### src/rtl/usb4_clk_en_gen.sv
// rtl/usb4_clk_en_gen.sv - NCO clock-enable generator for USB4 lanes and sideband, with sequenced system reset
// Optional macro USB4_CLK_EN_GEN_GLITCHFREE_SWITCH_EN: per-channel increment changes are applied only at strobe boundaries.
module usb4_clk_en_gen #(
    parameter int          NUM_CH    = 2,
    parameter int          ACC_W     = 32,
    parameter int unsigned SB_INC    = 53687,
    parameter int          RST_TICKS = 3
) (
    input  logic                    local_clk,
    input  logic                    rst,
    input  logic [NUM_CH-1:0]       ch_en,
    input  logic [NUM_CH*ACC_W-1:0] ch_inc,
    output logic [NUM_CH-1:0]       ch_stb,
    output logic                    sb_tick,
    output logic                    sys_rst_o,
    output logic                    ready
);

    localparam logic [ACC_W-1:0] SB_INC_W  = ACC_W'(SB_INC);
    localparam logic [7:0]       LAST_TICK = 8'(RST_TICKS - 1);

    typedef enum logic {
        S_HOLD = 1'b0,
        S_RUN  = 1'b1
    } state_t;

    logic [ACC_W-1:0] sb_acc_q;
    logic             sb_tick_q;
    logic [ACC_W:0]   sb_sum_d;

    state_t           state_q, state_d;
    logic [7:0]       cnt_q, cnt_d;
    logic             sys_rst_q, sys_rst_d;

    // Sideband NCO runs whenever rst is low, independent of the sequencer.
    assign sb_sum_d = {1'b0, sb_acc_q} + {1'b0, SB_INC_W};

    always_ff @(posedge local_clk) begin
        if (rst) begin
            sb_acc_q  <= '0;
            sb_tick_q <= 1'b0;
        end else begin
            sb_acc_q  <= sb_sum_d[ACC_W-1:0];
            sb_tick_q <= sb_sum_d[ACC_W];
        end
    end

    always_ff @(posedge local_clk) begin
        if (rst) begin
            state_q   <= S_HOLD;
            cnt_q     <= 8'd0;
            sys_rst_q <= 1'b1;
        end else begin
            state_q   <= state_d;
            cnt_q     <= cnt_d;
            sys_rst_q <= sys_rst_d;
        end
    end

    always_comb begin
        state_d = state_q;
        cnt_d   = cnt_q;
        if (state_q == S_HOLD && sb_tick_q) begin
            if (cnt_q == LAST_TICK) begin
                state_d = S_RUN;
            end else begin
                cnt_d = cnt_q + 8'd1;
            end
        end
    end

    always_comb begin
        sys_rst_d = (state_d == S_HOLD);
    end

    assign sb_tick   = sb_tick_q;
    assign sys_rst_o = sys_rst_q;
    assign ready     = ~sys_rst_q;

    for (genvar k = 0; k < NUM_CH; k++) begin : g_ch
        logic [ACC_W-1:0] acc_q;
        logic             stb_q;
        logic [ACC_W-1:0] inc_d;
        logic [ACC_W:0]   sum_d;
        logic             hold_d;

        assign hold_d = sys_rst_q | ~ch_en[k];

`ifdef USB4_CLK_EN_GEN_GLITCHFREE_SWITCH_EN
        logic [ACC_W-1:0] act_inc_q;

        // Reload only while idle or on a carry so a new rate starts on a strobe boundary.
        always_ff @(posedge local_clk) begin
            if (rst) begin
                act_inc_q <= '0;
            end else if (hold_d || sum_d[ACC_W]) begin
                act_inc_q <= ch_inc[k*ACC_W +: ACC_W];
            end
        end

        assign inc_d = act_inc_q;
`else
        assign inc_d = ch_inc[k*ACC_W +: ACC_W];
`endif

        assign sum_d = {1'b0, acc_q} + {1'b0, inc_d};

        always_ff @(posedge local_clk) begin
            if (rst || hold_d) begin
                acc_q <= '0;
                stb_q <= 1'b0;
            end else begin
                acc_q <= sum_d[ACC_W-1:0];
                stb_q <= sum_d[ACC_W];
            end
        end

        assign ch_stb[k] = stb_q;
    end

endmodule

### config.mk
export PLATFORM = sky130hd
export DESIGN_NAME = usb4_clk_en_gen
export DESIGN_NICKNAME = d
export VERILOG_FILES = /design/src/rtl/usb4_clk_en_gen.sv
export SDC_FILE = /design/constraint.sdc
export NUM_CORES = 1
export LEC_CHECK = 0
export ABC_AREA = 1
export CAP_MARGIN = 20
export CORE_UTILIZATION = 55
export DETAILED_ROUTE_END_ITERATION = 16
export GPL_TIMING_DRIVEN = 0
export PLACE_DENSITY = 0.85
export SETUP_SLACK_MARGIN = 0.15
export SLEW_MARGIN = 20
export SYNTH_ARGS = -nofsm -noshare
export SYNTH_HDL_FRONTEND = slang
export SYNTH_SLANG_ARGS = --single-unit
### constraint.sdc
create_clock -name local_clk -period 2.4 [get_ports local_clk]
set_clock_uncertainty 0.1 [all_clocks]
set_input_delay 0.24 -clock local_clk [delete_from_list [all_inputs] [get_ports local_clk]]
set_output_delay 0.24 -clock local_clk [all_outputs]
set_load 0.03 [all_outputs]
# Word-level counts from Yosys, hierarchy flattened

Index checks and enable logic that the tools add are counted.

Input bits: 68
Bits in read-only memories: 0
Register bits: 109
Output and inout bits: 5
Word-level logic and storage cells: 28
Memories: 0
Bits in latches: 0
Memory bits (writable): 0

Bitwise logic cells: 8
Shifts and indexed selects: 0
Add/subtract/negate cells: 4
Mux-type cells: 2
$lt $le $gt $ge: 0
Div/mod/pow operators: 0
Reduce and logical (&&, ||, !) cells: 4
Multipliers: 0
Eq/ne operators: 1

Operators with widths:

| operator                 | count |
|---|---|
| $add A32 B32 Y33         | 2 |
| $add A32 B16 Y33 const B | 1 |
| $add A8 B1 Y8 const B    | 1 |
| $eq A8 B2 Y1 const B     | 1 |
| $not A1 Y1               | 6 |
| $logic_or A1 B1 Y1       | 2 |
| $mux W1                  | 2 |
| $or A1 B1 Y1             | 2 |
| $reduce_and A2 Y1        | 1 |
| $logic_and A1 B1 Y1      | 1 |

# Logic depth before layout (Yosys ltp)

Gate-level depths: netlist (run 1).

Word-level depth: 4
Mapped depth: 12
Mapped depth without buffers: 12

# Worst setup path after synthesis (run 1)

OpenSTA, ideal clock, no wires.

Path type: register to register
Start point: reg g_ch[0].acc_q[0]
End point: reg g_ch[0].acc_q[28]
Cell stages (with the launch flop): 11
Buffers on the path: 0
Required time: 2185 ps
Setup time: 115 ps
Clock period less this slack: 1797 ps
Setup slack: 603 ps
Arrival time: 1582 ps
Cell sequence: dfxtp_1 -> ha_1 -> fa_1 -> nand3_1 -> nand3_1 -> nand3_1 -> nand3b_1 -> nand2_1 -> nand3_1 -> nand2_1 -> nor2_1

Longest elaborated chain between the ends: 1

Ends and longest elaborated chain:

| element                  | RTL line | text |
|---|---|---|
| start: declaration       | 81       | `logic [ACC_W-1:0] acc_q;` |
| start signal: assignment | 113      | `acc_q <= sum_d[ACC_W-1:0];` |
| $add A32 B32 Y33         | 106      | `assign sum_d = {1'b0, acc_q} + {1'b0, inc_d};` |

Every way passes these cells.
A chain may end at the register's enable or synchronous reset.

# Final worst setup path (run 1)

Start point: in ch_inc[0]
End point: reg g_ch[0].acc_q[28]

Longest elaborated chain between the ends: 1

Ends and longest elaborated chain:

| element            | RTL line | text |
|---|---|---|
| start: declaration | 12       | `input logic [NUM_CH*ACC_W-1:0] ch_inc,` |
| $add A32 B32 Y33   | 106      |  |

Every way passes these cells.

==> impl_metrics.json, run 1 <==
{
  "status": "finished clean",
  "ys_seq_area_share_pct": 24.9,
  "finalNetCount": 1746,
  "cp.required_ns": 2.56,
  "antenna_cells": 0,
  "hold_start": "sb_acc_q[0]",
  "crit_buf_inv": 1,
  "die_h_um": 128,
  "wl_per_cell_um": 12.5,
  "syn-cell-area_um2": 8770,
  "grt_antenna_before_repair": 0,
  "place.gp.congestion": 0.939,
  "synth-async-reset-ratio_pct": 0,
  "cpLargestDelayFamily": "simple AND/OR/NAND/NOR gates",
  "irDropWorstVdd_mv": 0.369,
  "vias": 9412,
  "syn-num-nets": 1663,
  "grt.overflow.total": 0,
  "slew_headroom_pct": 66.1,
  "core_region_area_um2": 15400,
  "p_per_area_nw_per_um2": 412,
  "max_cap_violations": 0,
  "drv_slew": 0,
  "setup_violations": 0,
  "drt-vias-per-instance": 5.16,
  "clockRootBuffer": "clkbuf_16",
  "cts_max_level": 3,
  "fin_util_pct": 65.5,
  "drt_pre_antenna_iters": 6,
  "insertion_delay_ns": 0.36,
  "drive_gt1_share_pct": 3.10,
  "crit_type": "in -> reg",
  "synth_edf_count": 0,
  "grt_first_pass_wirelength_um": 37200,
  "min_path_cells": 1,
  "period_share_pct": 88.1,
  "synth-seq-cells": 109,
  "path_common_cell": "nand3_1",
  "fp-row-count": 45,
  "tightest_slew_ns": 0.504,
  "wl_um": 22800,
  "r2r_cells": 10,
  "power_w": 0.00414,
  "cts_buffer_depth": 2,
  "crit_chain": "clkdlybuf4s50_1 -> ha_1 -> fa_2 -> nand3_1 -> nand3_1 -> nand3_1 -> nand3b_1 -> nand2_1 -> nand3_1 -> nand2_1 -> nor2_1",
  "grt_start_max_net_pins": 18,
  "grt_use_total_pct": 28.4,
  "p_comb_share_pct": 15.7,
  "cts_tree": "built",
  "ys.flop_type": "dfxtp_1",
  "place_hpwl_um": 18400,
  "drtIter0Drc": 725,
  "final_area_um2": 10100,
  "clk_pin_slew_ns": 0.07,
  "cts_made_buffers": 9,
  "clkSinkCount": 109,
  "rr_startpoint": "g_ch[1].acc_q[0]",
  "cp-end-kind": "flop",
  "die_area_um2": 16500,
  "swShare_pct": 28.5,
  "p_switching_w": 0.00118,
  "report.final.hold_viol_count": 0,
  "hold_class": "reg -> reg",
  "seqPwrFrac_pct": 46.4,
  "fp.dieW_um": 128,
  "post-route-min-period_ns": 2.11,
  "cp.depth": 11,
  "slowest_delay_ns": 0.42,
  "initial_utilization_pct": 57.1,
  "grt_pass1_vias": 8518,
  "fill_cells": 1469,
  "power_frac_clock_pct": 38.0,
  "syn_area_per_cell_um2": 5.75,
  "synth_cell_types": 40,
  "rsz0062_at_grt": "false",
  "ios": 73,
  "crit_path_start": "ch_inc[0]",
  "leakage_nw": 5.40,
  "antenna_left": 0,
  "syn-instance-count": 1526,
  "worst_ep_arrival_time_ns": 2.28,
  "p_int_w": 0.00296,
  "worstSetupStartpointType": "input port",
  "crit_path_top_delay_cell": "clkdlybuf4s50_1",
  "syn2layout_area_growth_pct": 14.7,
  "path_max_fanout": 5,
  "ctsHoldBuffers": 0,
  "synth_warnings": 0,
  "max_freq_mhz": 473,
  "drcViolationCount": 0,
  "io_buffer_count": 72,
  "placed_area_um2": 9760
}
==> metrics by stage <==
stage | cells | setup TNS (ns) | setup WS [ns] | hold slack [ns]
6_report | 1825 | 0 | 0.286 | 0.315
5_1_grt | 1825 | 0 | 0.178 | 0.323
4_1_cts | 1825 | 0 | 0.265 | 0.314
3_5_place_dp | 1809 | -0.617 | -0.133 | 0.303
3_3_place_gp | 1809 | -0.388 | -0.0847 | 0.303
2_1_floorplan | 1526 | 0 | 0.603 | 0.216
==> registers in the layout (all words and copies together), names as in the netlist <==
name / cells
cnt_q: 8
g_ch.acc_q: 64
g_ch.stb_q: 2
sb_acc_q: 32
sb_tick: 1
state_q: 1
sys_rst_o: 1
==> Yosys cell counts, types with 3 or more instances <==
master	n	area share [%]
nor2_1	176	7.5
o21ai_0	49	2.8
inv_2	4	0.17
inv_1	274	12
and2_1	10	0.71
nor3_1	18	1.0
dfxtp_1	109	25
buf_2	4	0.23
nand4_1	17	1.2
nor2_2	4	0.29
nand2_1	517	22
buf_4	4	0.34
o21bai_1	8	0.68
nand2_2	4	0.29
o21a_1	3	0.26
ha_1	67	9.6
nor3_2	7	0.80
a21oi_1	121	6.9
nand3_1	101	5.8
==> per-layer routing <==
layer | vias up | GRT usage (%) | routed length (um)
li1 | 4931 | - | -
met1 | 4112 | 34.9 | 10100
met2 | 326 | 49.1 | 10400
met3 | 43 | 4.59 | 1530
met4 | 0 | 12.0 | 714
met5 | - | 0 | 0
==> layout make-up <==
type / count / area (um^2) / area share (%)
Buffer: 11 / 68.8 / 0.684
Clock buffer: 11 / 243 / 2.41
Timing Repair Buffer: 72 / 721 / 7.16
Sequential cell: 109 / 2180 / 21.7
Inverter: 279 / 1050 / 10.4
Multi-Input combinational cell: 1127 / 5480 / 54.4
Tap cell: 211 / 264 / 2.62
Clock inverter: 5 / 60.1 / 0.597
==> worst paths after layout <==
check / to / slack (ns)
max reg2reg: g_ch[1].acc_q[28] / 0.32
min: sb_acc_q[0] / 0.32
max: g_ch[0].acc_q[28] / 0.29
min reg2reg: sb_acc_q[0] / 0.32
==> power by group through the flow <==
stage | Clock, W | Sequential (W) | Combinational, W
floorplan | 0 | 0.00195 | 0.000411
global route | 0.00168 | 0.00193 | 0.000723
detailed placement | 0 | 0.00196 | 0.000637
global placement | 0 | 0.00196 | 0.000623
finish | 0.00157 | 0.00192 | 0.000649
CTS | 0.00160 | 0.00192 | 0.000642
==> placed cells by master (no fill, tap or decap), types with 4 or more instances in the layout <==
master           netlist  final
nand2_1              517    517
inv_1                274    274
nor2_1               176    176
a21oi_1              121    121
dfxtp_1              109    109
nand3_1              101    101
clkdlybuf4s50_1        0     72
ha_1                  67     67
o21ai_0               49     49
nor3_1                18     18
nand4_1               17     17
and2_1                10     10
clkbuf_16              0      9
o21bai_1               8      8
nor3_2                 7      7
nand2_2                4      4
nor2_2                 4      4
buf_2                  4      4
buf_4                  4      4
inv_2                  4      4
==> timing repair <==
action                     4_1_cts  5_1_grt
setup buffers                    0        0
gates resized for setup          0        1
setup endpoints to repair        0        2
hold endpoints to repair         0        0
==> kinds of logic (layout without fill, tap and decap cells) <==
| logic type | count (synthesis) | after routing | share of synthesized area (%) |
|---|---|---|---|
| AND/OR/NAND/NOR | 866 | 866 | 40.8 |
| adder cells (fa/ha/maj) | 69 | 69 | 10.0 |
| buffers and inverters | 290 | 378 | 12.7 |
| XOR/XNOR | 4 | 4 | 0.399 |
| AO/OA/AOI/OAI | 188 | 188 | 11.2 |
| flip-flops | 109 | 109 | 24.9 |
==> worst register-to-register path: stages (launching register included) <==
cell and delay, ns:
dfxtp_1 0.30, ha_1 0.21, fa_1 0.46, nand3_1 0.12, nand3_1 0.16, nand3_1 0.12, nand3_1 0.14, nand2_1 0.15
nand3_1 0.09, nand2_1 0.08, nor2_1 0.04
No activity file was read; power rests on OpenSTA's default activity.
==> inputs of run 2 (changes only) <==
Settings changed: TNS_END_PERCENT from default to 10.
Clock period 2.4 ns to 2.03 ns, I/O delays scaled along.
==> impl_metrics.json, run 2 (synthesized netlist as in run 1, its figures left out) <==
{
  "status": "finished clean",
  "highest_layer": "met4",
  "insertion_delay_ns": 0.36,
  "drt-vias-per-instance": 5.29,
  "placed_area_um2": 9760,
  "clockRootBuffer": "clkbuf_16",
  "regToRegEndpoint": "g_ch[1].acc_q[27]",
  "mostFrequentLayoutCells": "491 x nand2_1, 274 x inv_1, 163 x nor2_1",
  "final_common_cell": "nand2_1",
  "final_area_um2": 10600,
  "hold_start": "ch_inc[0]",
  "met3_length_um": 1700,
  "setup_tns_ns": 0,
  "drv_slew": 0,
  "r2r_slack_ns": 0.10,
  "initial_utilization_pct": 57.1,
  "cp-end-kind": "flop",
  "setup_violations": 0,
  "r2r_cells": 9,
  "core_region_area_um2": 15400,
  "cp.required_ns": 2.19,
  "max_freq_mhz": 519,
  "fp-row-count": 45,
  "drive_gt1_share_pct": 9.19,
  "tightest_slew_ns": 0.501,
  "finalNetCount": 1754,
  "min_to": "g_ch[0].acc_q[0]",
  "drtIter0Drc": 766,
  "rsz0062_at_grt": "true",
  "ctsHoldBuffers": 0,
  "top_register": "g_ch.acc_q",
  "cts_max_level": 3,
  "drcViolationCount": 0,
  "wl_met1_um": 10400,
  "rr_startpoint": "g_ch[1].acc_q[8]",
  "cts_tree": "built",
  "cts_buffer_depth": 2,
  "drt_pre_antenna_iters": 5,
  "worstSetupStartpointType": "flop",
  "grt_start_max_net_pins": 18,
  "hold_class": "in -> reg",
  "irDropWorstVdd_mv": 0.441,
  "slew_headroom_pct": 66.3,
  "wl_per_cell_um": 13.1,
  "max_cap_violations": 0,
  "largest_reg_flops": 64,
  "syn2layout_area_growth_pct": 20.9,
  "period_share_pct": 94.9,
  "die_area_um2": 16500,
  "worst_ep_arrival_time_ns": 2.09,
  "leakage_nw": 5.50,
  "clkSinkCount": 109,
  "antenna_cells": 0,
  "report.final.hold_viol_count": 0,
  "dr_wl_met2_um": 11300,
  "grt_use_total_pct": 28.6,
  "io_buffer_count": 72,
  "top_regs": "g_ch.acc_q: 64 flops, sb_acc_q: 32 flops, cnt_q: 8 flops",
  "ios": 73,
  "wl_um": 24000,
  "crit_type": "reg -> reg",
  "path_max_fanout": 5,
  "p_per_area_nw_per_um2": 469,
  "clk_pin_slew_ns": 0.08,
  "grt.overflow.total": 0,
  "fp.dieW_um": 128,
  "place_hpwl_um": 18400,
  "die_h_um": 128,
  "antenna_left": 0,
  "instances_no_fill": 1833,
  "min_path_cells": 4,
  "post-route-min-period_ns": 1.93,
  "place.gp.congestion": 0.939,
  "cts_made_buffers": 9,
  "grt_pass1_vias": 8559,
  "grt_first_pass_wirelength_um": 37400,
  "vias": 9689,
  "grt_antenna_before_repair": 0,
  "dp.cells": 1809
}
run 2: cell count changes in the layout (fill, tap and decap cells not counted), moves of 4 or more:
cell | before | now
nand2_1 | 517 | 491
nand2_2 | 4 | 28
a21oi_1 | 121 | 117
nand3_1 | 101 | 87
buf_4 | 4 | 12
nor2_1 | 176 | 163
a21oi_2 | 0 | 4
ha_1 | 67 | 39
ha_4 | 0 | 18
ha_2 | 0 | 10
nor2_2 | 4 | 16
nand3_2 | 2 | 15
run 2: worst max-delay path by stage:
stage | start | to | cells past startpoint
2_1_floorplan | g_ch[0].acc_q[0] | g_ch[0].acc_q[28] | 10
3_3_place_gp | ch_inc[0] | g_ch[0].acc_q[28] | 11
3_5_place_dp | ch_inc[0] | g_ch[0].acc_q[28] | 11
4_1_cts | g_ch[0].acc_q[2] | g_ch[0].acc_q[31] | 10
5_1_grt | g_ch[1].acc_q[6] | g_ch[1].acc_q[31] | 11
6_report | g_ch[1].acc_q[8] | g_ch[1].acc_q[27] | 9
run 2: cell type report:
type | count | area [um^2]
Buffer | 11 | 68.8
Clock buffer | 11 | 243
Clock inverter | 5 | 60.1
Fill cell | 1364 | 4760
Inverter | 279 | 1050
Multi-Input combinational cell | 1127 | 5960
Sequential cell | 109 | 2180
Tap cell | 211 | 264
Timing Repair Buffer | 80 | 779
run 2: metrics by stage:
stage	worst slack, ns	utilization (%)	total power, W	hold WS, ns
after global routing	0.00522	69.0	0.00518	0.318
after global placement	-0.418	63.5	0.00306	0.303
after CTS	0.106	66.0	0.00493	0.288
after detailed placement	-0.466	63.5	0.00307	0.303
after floorplan	0.233	-	0.00279	0.179
final	0.104	69.0	0.00497	0.287
run 2: metal layers:
metal / vias up / track usage [%]
li1: 4954 / -
met1: 4305 / 35.1
met2: 381 / 49.4
met3: 49 / 5.22
met4: 0 / 10.8
met5: - / 0
run 2: what timing repair did:
action	in CTS	in global routing
setup endpoints to repair	27	50
setup buffers	2	6
gates resized for setup	17	89
gates cloned	0	0
pin swaps	5	16
run 2: critical path, stage by stage (launching register included):
cell and delay (ns):
dfxtp_1 0.31, ha_1 0.37, nand2_1 0.09, nand2_1 0.12, a21oi_1 0.26, nand3_1 0.24
nand2_1 0.15, nand3_1 0.09, nand2_1 0.06, nor2_1 0.05
run 2: report_power, final:
group	total, W	internal [W]	switching [W]
clock network	0.00187	0.000996	0.000875
logic	0.000830	0.000330	0.000500
registers	0.00227	0.00220	0.0000701
